File: src/rtl/dpic_sram_arbiter.sv
// rtl/dpic_sram_arbiter.sv - round-robin arbiter sharing one DPIC_SRAM-style port between fetch (r0) and LSU (r1)
// One transaction in flight at a time; the response is routed back to the owner.
module dpic_sram_arbiter #(
  parameter int ADDR_WIDTH  = 32,
  parameter int DATA_WIDTH  = 32,
  parameter int WMASK_WIDTH = $clog2(DATA_WIDTH)
) (
  input  logic                   clk,
  input  logic                   rst,

  input  logic                   r0_req,
  input  logic [ADDR_WIDTH-1:0]  r0_addr,
  input  logic [WMASK_WIDTH-1:0] r0_wmask,
  input  logic [1:0]             r0_size,
  input  logic [DATA_WIDTH-1:0]  r0_wdata,
  output logic                   r0_ready,
  output logic                   r0_rvalid,
  output logic [DATA_WIDTH-1:0]  r0_rdata,

  input  logic                   r1_req,
  input  logic [ADDR_WIDTH-1:0]  r1_addr,
  input  logic [WMASK_WIDTH-1:0] r1_wmask,
  input  logic [1:0]             r1_size,
  input  logic [DATA_WIDTH-1:0]  r1_wdata,
  output logic                   r1_ready,
  output logic                   r1_rvalid,
  output logic [DATA_WIDTH-1:0]  r1_rdata,

  output logic                   mem_req,
  output logic [ADDR_WIDTH-1:0]  mem_addr,
  output logic [WMASK_WIDTH-1:0] mem_wmask,
  output logic [1:0]             mem_size,
  output logic [DATA_WIDTH-1:0]  mem_wdata,
  input  logic [DATA_WIDTH-1:0]  mem_rdata,
  input  logic                   mem_stall,
  input  logic                   mem_valid
);

  typedef enum logic {
    ST_IDLE = 1'b0,
    ST_WAIT = 1'b1
  } state_t;

  state_t state;
  state_t state_nxt;
  logic   owner;
  logic   last_grant;
  logic   is_write;

  logic                   any_req;
  logic                   winner;
  logic                   accept;
  logic [WMASK_WIDTH-1:0] win_wmask;
  logic [DATA_WIDTH-1:0]  resp_data;

  // On a tie the requester that did not win last time gets the port.
  always_comb begin
    any_req   = r0_req | r1_req;
    winner    = (r0_req & r1_req) ? ~last_grant : r1_req;
    win_wmask = winner ? r1_wmask : r0_wmask;
    resp_data = is_write ? '0 : mem_rdata;
  end

  always_comb begin
    state_nxt = state;
    accept    = 1'b0;
    mem_req   = 1'b0;
    mem_addr  = '0;
    mem_wmask = '0;
    mem_size  = '0;
    mem_wdata = '0;
    r0_ready  = 1'b0;
    r1_ready  = 1'b0;
    r0_rvalid = 1'b0;
    r1_rvalid = 1'b0;
    r0_rdata  = '0;
    r1_rdata  = '0;

    // Everything stays quiet under reset, which also drops any pending response.
    if (!rst) begin
      case (state)
        ST_IDLE: begin
          if (any_req) begin
            mem_req   = 1'b1;
            mem_addr  = winner ? r1_addr  : r0_addr;
            mem_wmask = win_wmask;
            mem_size  = winner ? r1_size  : r0_size;
            mem_wdata = winner ? r1_wdata : r0_wdata;
            if (!mem_stall) begin
              accept    = 1'b1;
              r0_ready  = ~winner;
              r1_ready  = winner;
              state_nxt = ST_WAIT;
            end
          end
        end
        ST_WAIT: begin
          if (mem_valid) begin
            r0_rvalid = ~owner;
            r1_rvalid = owner;
            r0_rdata  = owner ? '0 : resp_data;
            r1_rdata  = owner ? resp_data : '0;
            state_nxt = ST_IDLE;
          end
        end
        default: state_nxt = ST_IDLE;
      endcase
    end
  end

  always_ff @(posedge clk) begin
    if (rst) begin
      state      <= ST_IDLE;
      owner      <= 1'b0;
      last_grant <= 1'b1;
      is_write   <= 1'b0;
    end else begin
      state <= state_nxt;
      if (accept) begin
        owner      <= winner;
        last_grant <= winner;
        is_write   <= |win_wmask;
      end
    end
  end

endmodule

File: config.mk
export PLATFORM = sky130hd
export DESIGN_NAME = dpic_sram_arbiter
export DESIGN_NICKNAME = d
export VERILOG_FILES = /design/src/rtl/dpic_sram_arbiter.sv
export SDC_FILE = /design/constraint.sdc
export NUM_CORES = 1
export LEC_CHECK = 0
export ABC_CLOCK_PERIOD_IN_PS = 2300
export BUFFER_PORTS_ARGS = -buffer_cell sky130_fd_sc_hd__buf_2
export CAP_MARGIN = 15
export CORE_AREA = 3 3 124 126
export DETAILED_ROUTE_END_ITERATION = 6
export DIE_AREA = 0 0 127 129
export GPL_ROUTABILITY_DRIVEN = 0
export HOLD_SLACK_MARGIN = 0.15
export PLACE_DENSITY = 0.46
export SYNTH_ARGS = -nofsm -noshare
export SYNTH_HDL_FRONTEND = slang
export SYNTH_SLANG_ARGS = --single-unit
File: constraint.sdc
create_clock -name clk -period 2.3 [get_ports clk]
set_input_delay 0.115 -clock clk [delete_from_list [all_inputs] [get_ports clk]]
set_output_delay 0.115 -clock clk [all_outputs]
set_load 0.02 [all_outputs]
==> metrics, run 1 <==
sequential fraction of the synthesis area 4.655%; Setup Fix Bufs, Post-CTS 0; Final ANT Viol Nets 0; cell internal pwr 0.5792 mW; Worst Path Max Fanout 69; number of global-route vias before repair 3191; total power draw 1.045 mW; Slew @ Worst Pin 456.5 ps; Final Cycle Share 77.14%; Worst Path Required 2180 ps; final wirelength 11.32 mm; vias per cell 4.073; R2R Setup Slk 990 ps; CTS max path bufs 2; Via Count 3478; drt pass-1 iters 5; Root Buffer clkbuf_16; Iteration-0 DRC Markers 105; IO Port Bufs 319; GRT Util Overall 12.21%; Die Y 129 um; hold crit path type input pin to register; R2R cell count 4; layout cells sized above 1 49.85%; syn nets 553; max-slew violations 0; Crit path arrival time 1660 ps; initial antenna violation count 0; Die Area 0.01638 sq mm; layout net count 852; Layout area overhead 109.1%; pre-CTS setup slack 772.5 ps; Switch Pwr 0.4661 mW; first-pass GRT wire length 16.39 mm; Layout fillers 1726; largest net degree at the start of global routing 70; Setup WS post-layout 525.9 ps; R2R Path Start last_grant; Post-Syn Instances 373; switching part of the total power 44.59%; crit start category register; num ports 320; status finished clean; clock sinks 4; post-synth top area cell nand2_1; max-cap viol count 0; cts hold-fix bufs 0; # diodes 0; Mean Syn Cell Area 4.612 sq um; post-detail-place hpwl 9.240 mm; clk slew on worst S/H paths 30 ps; crit path kind register to primary output; Min-Delay Path Depth 2; total leakage power 2.274 nW; H-Tree Depth 1; Final Hold Viols 0; part of the power in registers 7.7%; clock latency on the worst-skew pair 230 ps; CTS tree done; Worst VDD drop 0.2047 mV; DR WL/cell 13.25 um; Worst slew margin 69.45%; Rows 44; DRC Markers 0; HP Start rst; minimum clock period 1774 ps; final setup TNS 0 ps; nature of the critical path endpoint primary output; RSZ-0062 raised after global routing false; post-synth cell types 22; fmax 563.7 MHz; TritonCTS Buffers 3; Synth Warn # 0; clock skew 2.011 ps; logic gate share of total power 66.2%; hold endpoint owner; Initial Util 11.93%; CORE AREA 0.01442 sq mm; cell area power density 290.6 mW/mm^2; post-synth top area share 30.98%; ranking of synthesized cells by area nand2_1, a21oi_1, nor2_1; die width 127 um; setup violators final 0; global route total overflow 0; post-cts sizing count 0; reg2reg end is_write; synthesized cell area 0.001720 sq mm; Yosys reg bits 4; Clock Power Share 26.1%
## metal layers
metal	global-route usage, %	vias to the layer above	wire length (um)
li1	-	1780	-
met1	13.80	1496	4239
met2	23.41	198	5841
met3	3.196	4	1165
met4	1.830	0	68
met5	0	-	0
## power by group through the flow
stage,Sequential (mW),Combinational (mW),Clock (mW)
3_3_place_gp,0.0814,0.705,0
2_1_floorplan,0.0789,0.383,0
5_1_grt,0.0812,0.766,0.285
6_report,0.0806,0.692,0.273
3_5_place_dp,0.0812,0.703,0
4_1_cts,0.0803,0.706,0.277
## synthesized netlist by cell type
cell type  number
or4_1           2
o21ai_1         1
dfxtp_1         4
nand4b_1        1
nand2_1       142
mux2i_1         1
buf_2          17
nand2b_1       32
o21bai_1        1
or3_1           2
inv_1           5
clkbuf_1       16
a21boi_0        1
mux2_2          1
nor4_1          1
nand4_1         1
nor3_1          1
o211ai_1        1
o31ai_1         2
a21bo_1         1
a21oi_1        72
nor2_1         68
## placed cells by master, fill, tap and decap left out, types with 2 or more instances in the layout
cell type	count
buf_4	5
clkbuf_16	3
nand2b_1	32
a21oi_1	72
nand2_1	142
buf_2	319
o31ai_1	2
inv_1	5
or4_1	2
dfxtp_1	4
or3_1	2
buf_12	3
nor2_1	68
## cells by family (layout without fill, tap and decap cells)
group / after synthesis / after routing / synth area share (%)
AOI/OAI and AO/OA: 79 / 79 / 24.00
muxes: 2 / 2 / 1.236
and+or+nand+nor: 250 / 250 / 60.58
DFF: 4 / 4 / 4.655
buffers and inverters: 38 / 335 / 9.527
## stage by stage
stage                     instances  area (sq um)  hold slack, ps  util [%]
final                           854          3597           152.8     24.94
after global routing            854          3597           174.3     24.94
after CTS                       854          3597           151.9     24.94
after detailed placement        851          3522           387.9     24.42
after global placement          851          3522           387.8     24.42
after floorplan                 373          1720           184.1         -
## state kept, by name (all words and copies together), names as in the netlist
name / cells
owner: 1
last_grant: 1
state: 1
is_write: 1
## worst max-delay path, stage by stage, from the launching register on
cell     delay (ps)
dfxtp_1         380
a21bo_2         240
buf_12          270
nand2_1          90
a21oi_1         190
buf_2           200
## worst max-delay path by stage
stage / startpoint / end / slack [ps]
final: last_grant / mem_addr[13] / 530
after global routing: last_grant / mem_addr[31] / 410
after global placement: state / mem_addr[26] / 760
after CTS: last_grant / mem_addr[26] / 530
after floorplan: state / mem_wdata[22] / 950
after detailed placement: last_grant / mem_addr[26] / 770
## cell type report
type	count	area (sq um)	area share [%]
Timing Repair Buffer	327	1694	47.10
Multi-Input combinational cell	331	1499	41.67
Tap cell	184	230.2	6.400
Sequential cell	4	80.08	2.226
Clock buffer	3	75.07	2.087
Inverter	5	18.77	0.5217
Note: power is estimated with default switching activity, not from simulation.
==> inputs of run 2 (changes only) <==
ABC_CLOCK_PERIOD_IN_PS = 1850   (was 2300)
CORE_AREA = 3 3 122 124   (was 3 3 124 126)
DIE_AREA = 0 0 125 127   (was 0 0 127 129)
PLACE_DENSITY = 0.47   (was 0.46)
clock period = 1.85 ns   (was 2.3 ns; I/O delays follow)
==> metrics, run 2 (synthesis results as in run 1) <==
num ports 320; CTS tree done; Root Buffer clkbuf_16; Worst path max stage delay 380 ps; CP Cell Sequence a21boi_4, buf_4, nand2_1, a21oi_1, buf_2; most common cell after layout, fill and taps aside buf_2; Clock Power Share 25.6%; Layout area overhead 111.7%; drt pass-1 iters 4; Rows 43; hold slack final 188.1 ps; TritonCTS Buffers 3; Final Cycle Share 91.55%; hold crit path type input pin to register; first-pass GRT wire length 16.48 mm; Layout Cells excl Fill 853; Via Count 3428; Final ANT Viol Nets 0; Min-Delay Path Depth 3; clock latency on the worst-skew pair 220 ps; CORE AREA 0.01388 sq mm; crit start category register; Worst slew margin 71.86%; GRT Util Overall 12.43%; hold endpoint state; R2R Path Start last_grant; Worst Path Max Fanout 38; IO Port Bufs 319; logic gate share of total power 66.8%; Initial Util 12.39%; minimum clock period 1694 ps; DR WL/cell 13.18 um; clock skew 0.4498 ps; crit path kind register to primary output; switching part of the total power 44.39%; total leakage power 2.299 nW; status finished clean; slowest cell on the critical path buf_4; RSZ-0062 raised after global routing false; layout cells sized above 1 49.93%; most frequent cells in the layout buf_2, nand2_1, a21oi_1; die width 125 um; max-slew violations 0; # diodes 0; cell area power density 360.4 mW/mm^2; CTS max path bufs 2; Die Y 127 um; Iteration-0 DRC Markers 73; total power draw 1.313 mW; nature of the critical path endpoint primary output; Worst VDD drop 0.2203 mV; vias per cell 4.019; H-Tree Depth 1; final setup TNS 0 ps; initial antenna violation count 0; part of the power in registers 7.6%; Die Area 0.01588 sq mm; max-cap viol count 0; largest net degree at the start of global routing 41; Crit path arrival time 1600 ps; HP Start mem_valid; Switch Pwr 0.5827 mW; Worst Path Required 1760 ps; clk slew on worst S/H paths 30 ps; Placed Cells 849; reg2reg end owner; global route total overflow 0; layout net count 855; post-detail-place hpwl 9.327 mm; final wirelength 11.25 mm; Setup Fix Bufs, Post-CTS 0; R2R cell count 3; setup violators final 0; Final Hold Viols 0; R2R Setup Slk 550 ps; Slew @ Worst Pin 420.5 ps; clock sinks 4; DRC Markers 0; fmax 590.4 MHz; cell internal pwr 0.7299 mW; number of global-route vias before repair 3219
run 2: how the worst max path moves through the flow:
stage                from             to  slack (ps)  depth (start not counted)
6_report       last_grant   mem_addr[28]         160                          5
5_1_grt        last_grant   mem_wmask[1]          30                          5
4_1_cts        last_grant   mem_wmask[2]         130                          5
3_5_place_dp   last_grant   mem_wmask[2]         380                          5
3_3_place_gp   last_grant   mem_addr[28]         400                          5
2_1_floorplan       state  mem_wdata[22]         520                          5
run 2: per-layer routing:
layer	wire length (um)	GRT usage, %
met1	4369	14.10
met2	5827	24.23
met3	1014	2.885
met4	34	1.531
met5	0	0
run 2: cell type report:
type	instances	area (sq um)
repair buffers	330	1744
inverters	5	18.77
fillers	1639	10240
clock buffers	3	75.07
well taps	180	225.2
flip-flops and latches	4	80.08
multi-input cells	331	1499
run 2: critical path: cells and delay by family (launching register included):
kind	cells	cell delay (ps)
AO/OA/AOI/OAI	2	340
buffers and inverters	2	570
flip-flops	1	330
AND/OR/NAND/NOR	1	100
run 2: timing repair:
action / CTS / global route
resized for setup: 0 / 0
hold buffers: 1 / 0
endpoints found under the hold margin: 2 / 0
run 2: power by group through the flow:
stage                     logic [mW]  clock network [mW]  registers [mW]
after detailed placement       0.886                   0           0.101
after CTS                      0.892               0.341          0.0998
after global placement         0.890                   0           0.101
after global routing           0.967               0.348           0.101
final                          0.877               0.336          0.0999
after floorplan                0.476                   0          0.0980
run 2: per-stage QoR:
step                setup WS [ps]  instance area [sq um]  util [%]
floorplan                   520.2                   1720         -
global placement            396.7                   3557     25.63
detailed placement          381.8                   3557     25.63
CTS                         133.0                   3642     26.24
global route                32.74                   3642     26.24
finish                      156.3                   3642     26.24
==> inputs of run 3 (changes only) <==
ABC_AREA = 1   (was unset)
CORE_AREA = 3 3 124 126   (was 3 3 122 124)
DIE_AREA = 0 0 127 129   (was 0 0 125 127)
PLACE_DENSITY = 0.49   (was 0.47)
==> metrics, run 3 <==
hold crit path type input pin to register; vias per cell 3.905; Setup WS post-layout 83.61 ps; Met2 Routed Length 5.315 mm; post-route cell area 0.003968 sq mm; Routed met3 length 842 um; post-synth cell types 23; num ports 320; Initial Util 14.63%; clock skew 1.077 ps; Mean Syn Cell Area 5.555 sq um; total power draw 1.473 mW; number of global-route vias before repair 3001; clock latency on the worst-skew pair 220 ps; R2R Path Start last_grant; CORE AREA 0.01442 sq mm; Commonest cells post-synth nor2_1, nor3_2, nand2_1; global route total overflow 0; DRC Markers 0; hold endpoint owner; initial antenna violation count 0; Worst slew margin 75.99%; ranking of synthesized cells by area nor2_1, nor3_2, nand2_1; largest net degree at the start of global routing 39; most used standard cell by instance count after synthesis nor2_1; syn nets 560; nature of the critical path endpoint primary output; Rows 44; Die Y 129 um; Layout Cells excl Fill 875; R2R cell count 6; first-pass GRT wire length 15.25 mm; Min-Delay Path Depth 2; cts hold-fix bufs 0; IO Port Bufs 319; Worst path max stage delay 330 ps; die width 127 um; CTS max path bufs 2; post-synth top area share 35.92%; Final Cycle Share 95.48%; most common cell after layout, fill and taps aside buf_2; final wirelength 10.62 mm; Crit. Startpoint state; Post-Syn Instances 380; Final Hold Viols 0; Layout fillers 1658; layout cells sized above 1 60.06%; Synth async-reset ratio 0%; cell area power density 371.4 mW/mm^2; sequential fraction of the synthesis area 3.794%; layout net count 873; Crit path arrival time 1670 ps; R2R Setup Slk 580 ps; GRT Util Overall 11.13%; status finished clean; max-slew violations 0; CP Cell Sequence nor2_4, nand2_8, buf_4, nor3_2, buf_2; number of flops mapped to enable cells by yosys 0; TritonCTS Buffers 3; wl on met1 4.374 mm; Via Count 3417; Iteration-0 DRC Markers 91; Slew @ Worst Pin 360.1 ps; CTS tree done; total leakage power 2.384 nW; reg2reg end last_grant; post-detail-place hpwl 8.846 mm; # diodes 0; Placed Cells 872; most frequent cells in the layout buf_2, nor2_1, nor3_2; RSZ-0062 raised after global routing false; crit path kind register to primary output; pre-CTS setup slack 304.7 ps; setup violators final 0; minimum clock period 1766 ps; Synth Warn # 0; max-cap viol count 0; Post-DP Area 0.003890 sq mm; Primary FF master, synth dfxtp_1; Layout area overhead 87.97%; slowest cell on the critical path dfxtp_1; Worst Path Required 1760 ps; Worst Path Max Fanout 38; crit start category register; clock sinks 4; clk slew on worst S/H paths 30 ps; final setup TNS 0 ps; drt pass-1 iters 4; DR top layer met4; Root Buffer clkbuf_16; Worst VDD drop 0.2047 mV; Die Area 0.01638 sq mm; DR WL/cell 12.14 um; Final Core Density 27.51%; Final ANT Viol Nets 0; synthesized cell area 0.002111 sq mm; H-Tree Depth 1; Yosys reg bits 4; hold slack final 161.4 ps; fmax 566.1 MHz; HP Start rst; post-synth top area cell nor2_1
-- run 3: cell families after synthesis --
kind of cell           after synthesis  synth area share [%]
AND/OR/NAND/NOR                    328                 80.56
AO/OA/AOI/OAI                        9                 2.489
flip-flops                           4                 3.794
buffers and inverters               39                 13.16
-- run 3: power breakdown --
group          internal [mW]  total [mW]  switching [mW]
registers             0.0947      0.0994         0.00471
clock network          0.277       0.340          0.0639
logic                  0.420        1.03           0.614
-- run 3: worst max path at each step --
stage / end / cells past startpoint
global route: mem_addr[25] / 8
global placement: mem_addr[27] / 8
CTS: mem_wdata[1] / 8
finish: mem_addr[22] / 5
detailed placement: mem_wdata[1] / 8
floorplan: mem_addr[31] / 6
-- run 3: repair_timing --
item | in CTS | in global routing
setup endpoints to repair | 0 | 12
setup buffers | 0 | 0
gates resized for setup | 0 | 2
-- run 3: cell type report --
type	instances	area [sq um]	area share, %
Clock buffer	3	75.07	1.892
Multi-Input combinational cell	337	1753	44.18
Timing Repair Buffer	339	1797	45.29
Sequential cell	4	80.08	2.018
Inverter	8	32.53	0.8199
Tap cell	184	230.2	5.803
-- run 3: worst max-delay path, delay by kind of cell (launching register included) --
| kind | cells | cell delay [ps] |
|---|---|---|
| and+or+nand+nor | 3 | 600 |
| DFF | 1 | 330 |
| buffers and inverters | 2 | 470 |
-- run 3: layer usage --
layer | vias up | track usage [%]
met2 | 164 | 20.39
met4 | 0 | 1.893
li1 | 1813 | -
met1 | 1432 | 14.10
met5 | - | 0
met3 | 8 | 1.453
